### config.mk
export PLATFORM = sky130hd
export DESIGN_NAME = bp_resolve_queue
export DESIGN_NICKNAME = d
export VERILOG_FILES = /design/src/rtl/bp_resolve_queue_pkg.sv /design/src/rtl/bp_resolve_queue_fifo.sv /design/src/rtl/bp_resolve_queue.sv
export SDC_FILE = /design/constraint.sdc
export NUM_CORES = 1
export LEC_CHECK = 0
export BUFFER_PORTS_ARGS = -buffer_cell sky130_fd_sc_hd__buf_2
export CELL_PAD_IN_SITES_DETAIL_PLACEMENT = 0
export CELL_PAD_IN_SITES_GLOBAL_PLACEMENT = 1
export CORE_MARGIN = 2
export CORE_UTILIZATION = 51
export CTS_CLUSTER_SIZE = 25
export DETAILED_ROUTE_END_ITERATION = 7
export PLACE_DENSITY = 0.83
export SETUP_SLACK_MARGIN = 0.1
export SYNTH_ARGS = -nofsm -noshare
export SYNTH_HDL_FRONTEND = slang
export SYNTH_SLANG_ARGS = --single-unit
### constraint.sdc
create_clock -name clk -period 5.74 [get_ports clk]
set_input_delay 0.574 -clock clk [delete_from_list [all_inputs] [get_ports clk]]
set_output_delay 0.574 -clock clk [all_outputs]
set_load 0.01 [all_outputs]
### src/rtl/bp_resolve_queue_pkg.sv
// bp_resolve_queue_pkg: shared types for the branch prediction resolve queue
// Provides the address type, queued prediction record, predictor update record and FSM states.
package bp_pkg;
    typedef logic [31:0] addr_t;

    typedef struct packed {
        addr_t pc;
        logic  pred_taken;
        addr_t pred_target;
    } bp_entry_t;

    typedef struct packed {
        logic  write;
        addr_t pc;
        addr_t dest;
        logic  taken;
    } bp_update_t;

    typedef enum logic {RUN, RECOVER} state_t;
endpackage

### src/rtl/bp_resolve_queue_fifo.sv
// bp_fifo: circular buffer of prediction records with push/pop/clear
// Ports: clk, reset (async, active high); push/pop strobes; clear empties the buffer and wins
// over push/pop; din/dout carry records (dout is the head); count is the occupancy; full/empty.
module bp_fifo
    import bp_pkg::*;
#(
    parameter int DEPTH = 8,
    parameter int W     = $bits(bp_entry_t)
) (
    input  logic                   clk,
    input  logic                   reset,
    input  logic                   push,
    input  logic                   pop,
    input  logic                   clear,
    input  logic [W-1:0]           din,
    output logic [W-1:0]           dout,
    output logic [$clog2(DEPTH):0] count,
    output logic                   full,
    output logic                   empty
);
    localparam int AW = $clog2(DEPTH);

    logic [W-1:0]  mem_q [DEPTH];
    logic [AW-1:0] head_q, head_d, tail_q, tail_d;
    logic [AW:0]   count_q, count_d;
    logic          do_push, do_pop;

    assign full    = count_q == (AW+1)'(DEPTH);
    assign empty   = count_q == '0;
    assign do_push = push && !full;
    assign do_pop  = pop && !empty;
    assign dout    = mem_q[head_q];
    assign count   = count_q;

    // pointers wrap naturally because DEPTH is a power of two
    always_comb begin
        head_d  = clear ? '0 : head_q + AW'(do_pop);
        tail_d  = clear ? '0 : tail_q + AW'(do_push);
        count_d = clear ? '0 : count_q + (AW+1)'(do_push) - (AW+1)'(do_pop);
    end

    always_ff @(posedge clk or posedge reset) begin
        if (reset) begin
            head_q  <= '0;
            tail_q  <= '0;
            count_q <= '0;
        end else begin
            head_q  <= head_d;
            tail_q  <= tail_d;
            count_q <= count_d;
        end
    end

    always_ff @(posedge clk) begin
        if (do_push && !clear) mem_q[tail_q] <= din;
    end
endmodule

### src/rtl/bp_resolve_queue.sv
// bp_resolve_queue: checks fetch-time branch predictions against execute outcomes
// Ports: clk, reset (async, active high); push_* accept one prediction record per cycle from fetch;
// res_* resolve the oldest queued instruction; flush clears all in-flight state; bht_* is the
// registered predictor update; redirect/redirect_pc is the registered front-end redirect;
// count is the occupancy, mispredict_cnt counts redirects, underflow is sticky on resolve-when-empty.
module bp_resolve_queue
    import bp_pkg::*;
#(
    parameter int DEPTH          = 8,
    parameter int RECOVER_CYCLES = 2,
    parameter int CNT_BITS       = 32
) (
    input  logic                   clk,
    input  logic                   reset,
    input  logic                   push_valid,
    output logic                   push_ready,
    input  logic [31:0]            push_pc,
    input  logic                   push_hit,
    input  logic                   push_dpre,
    input  logic [31:0]            push_target,
    input  logic                   res_valid,
    input  logic                   res_is_branch,
    input  logic                   res_taken,
    input  logic [31:0]            res_target,
    input  logic                   flush,
    output logic                   bht_write,
    output logic [31:0]            bht_pc,
    output logic [31:0]            bht_dest,
    output logic                   bht_taken,
    output logic                   redirect,
    output logic [31:0]            redirect_pc,
    output logic [$clog2(DEPTH):0] count,
    output logic [CNT_BITS-1:0]    mispredict_cnt,
    output logic                   underflow
);
    localparam int RCW = $clog2(RECOVER_CYCLES + 1);

    state_t             state_q, state_d;
    logic [RCW-1:0]     rcnt_q, rcnt_d;
    bp_update_t         upd_q, upd_d;
    logic               redirect_q, redirect_d;
    addr_t              redirect_pc_q, redirect_pc_d;
    logic [CNT_BITS-1:0] mcnt_q, mcnt_d;
    logic               underflow_q, underflow_d;

    bp_entry_t head, push_entry;
    logic      full, empty, push_acc, resolve, taken_eff, mis;

    assign push_ready = !full && state_q == RUN;
    assign push_acc   = push_valid && push_ready;
    assign push_entry = '{pc: push_pc, pred_taken: push_hit & push_dpre, pred_target: push_target};
    assign resolve    = res_valid && !empty && !flush;
    // a non-branch behaves as an actual not-taken outcome
    assign taken_eff  = res_is_branch && res_taken;
    assign mis        = resolve && ((head.pred_taken != taken_eff) ||
                        (head.pred_taken && taken_eff && head.pred_target != res_target));

    bp_fifo #(.DEPTH(DEPTH), .W($bits(bp_entry_t))) u_fifo (
        .clk  (clk),
        .reset(reset),
        .push (push_acc),
        .pop  (resolve),
        .clear(flush || mis),
        .din  (push_entry),
        .dout (head),
        .count(count),
        .full (full),
        .empty(empty)
    );

    always_comb begin
        state_d       = state_q;
        rcnt_d        = rcnt_q;
        if (flush) state_d = RUN;
        else if (mis) begin
            state_d = RECOVER;
            rcnt_d  = RCW'(RECOVER_CYCLES - 1);
        end else if (state_q == RECOVER) begin
            if (rcnt_q == '0) state_d = RUN;
            else rcnt_d = rcnt_q - 1'b1;
        end
        upd_d         = resolve ? '{write: res_is_branch, pc: head.pc, dest: res_target, taken: res_taken}
                                : '{write: 1'b0, pc: upd_q.pc, dest: upd_q.dest, taken: upd_q.taken};
        redirect_d    = mis;
        redirect_pc_d = mis ? (taken_eff ? res_target : head.pc + 32'd4) : redirect_pc_q;
        mcnt_d        = mcnt_q + CNT_BITS'(mis);
        underflow_d   = underflow_q || (res_valid && empty && !flush);
    end

    always_ff @(posedge clk or posedge reset) begin
        if (reset) begin
            state_q       <= RUN;
            rcnt_q        <= '0;
            upd_q         <= '0;
            redirect_q    <= 1'b0;
            redirect_pc_q <= '0;
            mcnt_q        <= '0;
            underflow_q   <= 1'b0;
        end else begin
            state_q       <= state_d;
            rcnt_q        <= rcnt_d;
            upd_q         <= upd_d;
            redirect_q    <= redirect_d;
            redirect_pc_q <= redirect_pc_d;
            mcnt_q        <= mcnt_d;
            underflow_q   <= underflow_d;
        end
    end

    assign bht_write      = upd_q.write;
    assign bht_pc         = upd_q.pc;
    assign bht_dest       = upd_q.dest;
    assign bht_taken      = upd_q.taken;
    assign redirect       = redirect_q;
    assign redirect_pc    = redirect_pc_q;
    assign mispredict_cnt = mcnt_q;
    assign underflow      = underflow_q;
endmodule

==> results.py <==
metrics = {
    "power_and_ir_drop": {
        "switchingPower_mw": 3.37,
        "power_density_nw_per_um2": 409,
        "clkPwrFrac": 0.340,
        "report.power.total_mw": 12.7,
        "switching_share": 0.265,
        "p_leak_nw": 11.1,
        "ir_drop_uv": 307,
        "seqPwrFrac": 0.475,
        "p_int_mw": 9.36,
        "p_comb_frac": 0.185,
    },
    "logic_synthesis": {
        "postSynthAreaPerCell_sq_um": 18.0,
        "synth_ff_type": "edfxtp_1",
        "async_flop_share": 0.218,
        "syn-num-nets": 1614,
        "syn-cell-area_sq_um": 26800,
        "synth_cells": 1493,
        "ys_warn_count": 0,
        "ys_ff_latch": 665,
        "synth-edff-count": 520,
        "yosysSeqAreaShare": 0.718,
        "ys_types": 58,
    },
    "placed_design": {
        "portBuffers": 241,
        "place.gp.congestion": 0.786,
        "dp_hpwl_mm": 40.3,
        "post-place-cells": 2394,
    },
    "layout": {
        "final_util": 0.596,
        "drive_above_1_share": 0.297,
        "final_nets": 1897,
        "syn2layout_area_growth_pct": 16.1,
        "layout.cells.non_filler": 2521,
    },
    "sta": {
        "period_needed_ns": 5.22,
        "rsz0062_at_grt": "no",
        "report.final.slew_viol_count": 0,
        "setup-violations-final": 0,
        "fin_crit_sh": 0.910,
        "hold_violations": 0,
        "tightest_slew_ns": 1.01,
        "timing.hold.ws_ns": 0.223,
        "fmax_mhz": 192,
        "fin_skew_ns": 0.0200,
        "timing.setup.tns_ns": 0,
        "relSlewSlack": 0.327,
    },
    "floorplan": {
        "die_area_sq_um": 54400,
        "core_sq_um": 52200,
        "ios": 242,
        "die_y_um": 233,
        "start_util": 0.513,
        "rows": 84,
        "die_x_um": 233,
    },
    "setup_path": {
        "critPathArrivalTime_ns": 5.44,
        "crit_chain": "nor2b_1 -> a22o_1 -> a221oi_1 -> xor2_1 -> nor4_1 -> a41oi_2 -> a211oi_2 -> and3_2 -> buf_4",
        "crit_path_end_kind": "register",
        "crit_slowest_cell": "dfrtp_4",
        "critPathKind": "register to register",
        "crit_required_ns": 5.96,
        "start_kind": "register",
        "cp_max_fo": 68,
        "critPathMaxStageDelay_ns": 1.09,
    },
    "routing": {
        "drc_errors": 0,
        "viasPerCell": 5.89,
        "drt_pass1_iterations": 5,
        "vias": 14900,
        "initialDrtViolationCount": 1462,
        "drtAntennaViolNets": 0,
        "wire_per_inst_um": 25.5,
        "routed_wl_mm": 64.3,
    },
    "global_route": {
        "grt_pass1_vias": 14800,
        "track_usage": 0.236,
        "antenna_found_initial": 17,
        "grt_pass1_wl_mm": 93.3,
        "grt_max_degree": 108,
        "gr-total-overflow": 0,
    },
    "hold_path": {
        "min_path_type": "input port to async pin",
    },
    "cts": {
        "path_clk_slew_ns": 0.06,
        "cts_buffers": 67,
        "insertion_delay_ns": 0.60,
        "cts_repair_resize_count": 0,
        "htree_levels": 3,
        "hold_buffers": 0,
        "root_buffer": "clkbuf_16",
        "clk_path_buf_depth": 3,
        "cts_sinks": 665,
        "cts_tree": "built",
    },
    "run": {
        "maxCapViolCount": 0,
    },
    "run_status": {
        "status": "complete, no violations",
    },
}
## cell usage after synthesis (8+ instances only)
cell	count	area share
a21oi_1	63	0.012
a221oi_1	8	0.0026
a22o_1	9	0.0029
a22oi_1	17	0.0048
and2_1	15	0.0035
and3_1	12	0.0028
buf_1	9	0.0013
buf_2	13	0.0024
buf_4	14	0.0039
clkbuf_1	20	0.0028
dfrtp_1	145	0.14
edfxtp_1	520	0.58
ha_1	15	0.0070
inv_1	19	0.0027
mux2_2	63	0.026
mux2i_1	117	0.044
mux4_1	13	0.013
mux4_2	83	0.070
nand2_1	40	0.0056
nand3_1	18	0.0034
nand4_1	14	0.0033
nor2_1	81	0.011
nor3_1	17	0.0032
nor4_1	12	0.0028
o21ai_0	11	0.0021
o22ai_1	8	0.0019
xnor2_1	28	0.0092
xor2_1	51	0.017
## registers in the layout, summed over array words and instances (netlist names), 2 cells and up
signal and count:
bht_dest 32, u_fifo.count 4, bht_pc 32, u_fifo.mem_q 520
redirect_pc 32, u_fifo.head_q 3, u_fifo.tail_q 3, mispredict_cnt 32
rcnt_q 2
## metrics by stage
stage | setup slack [ns] | area [sq um]
global route | 0.232 | 31100
floorplan | 0.609 | 26800
finish | 0.519 | 31100
CTS | 0.373 | 31100
detailed placement | 0.407 | 28900
global placement | 0.553 | 28900
## routing by layer
layer  vias to the layer above  wire [um]  global-route usage
met5                         -        115                   0
met4                        18       1560              0.0792
met3                       106       5590              0.0540
met2                       647      30800               0.373
met1                      7661      26300               0.328
li1                       6429          -                   -
## layout make-up
cell class / count / area, sq um
Clock buffer: 94 / 1980
Multi-Input combinational cell: 741 / 7100
Antenna cell: 4 / 10.0
Tap cell: 688 / 861
Fill cell: 3748 / 21100
Inverter: 21 / 83.8
Clock inverter: 28 / 231
Timing Repair Buffer: 280 / 1600
Sequential cell: 665 / 19300
## power groups by stage
stage                     clock, mW  combinational, mW  sequential, mW
after global placement            0               2.30            6.13
final                          4.33               2.35            6.05
after floorplan                   0               1.31            6.24
after CTS                      4.39               2.36            6.06
after global routing           4.58               2.55            6.11
after detailed placement          0               2.35            6.15
## path summary, 6_finish.rpt
check,from,endpoint,slack [ns],cells after the start
setup / recovery,u_fifo.head_q[2],u_fifo.mem_q[1][38],0.52,9
hold / removal,reset,bht_pc[26],0.22,2
setup reg to reg,u_fifo.head_q[2],u_fifo.mem_q[1][38],0.52,9
hold reg to reg,underflow,underflow,0.48,1
min in group clk,res_is_branch,bht_write,0.24,2
max in group asynchronous,reset,u_fifo.head_q[2],4.27,3
## cell families (layout without fill, tap and decap cells)
logic type,Yosys count,count (layout),synth area share
DFF,665,665,0.718
muxes,282,282,0.155
and+or+nand+nor,238,238,0.0449
AOI/OAI and AO/OA,126,126,0.0305
buffers and inverters,87,423,0.0178
xor gates and xnor gates,79,79,0.0258
adders and majority gates,16,16,0.00775
other,0,4,0
## layout by cell type, fill, tap and decap left out, types with 28 or more instances in the layout
| cell type | n |
|---|---|
| mux4_2 | 83 |
| a21oi_1 | 62 |
| xor2_1 | 51 |
| nand2_1 | 39 |
| buf_2 | 241 |
| buf_4 | 31 |
| mux2_2 | 63 |
| nor2_1 | 81 |
| xnor2_1 | 28 |
| mux2i_1 | 117 |
| edfxtp_1 | 520 |
| dfrtp_1 | 142 |
| clkbuf_16 | 73 |
## critical path: cells and delay by family (launching register included)
kind	cells	cell delay, ns
AO/OA/AOI/OAI	4	1.28
XOR/XNOR	1	0.21
buffers and inverters	1	0.51
flip-flops	1	1.09
AND/OR/NAND/NOR	3	1.72
## timing repair
| action | CTS | global route |
|---|---|---|
| setup endpoints to repair | 0 | 127 |
| buffers inserted | 0 | 1 |
| hold endpoints to repair | 0 | 0 |
Power figures use the tool's default switching activity.
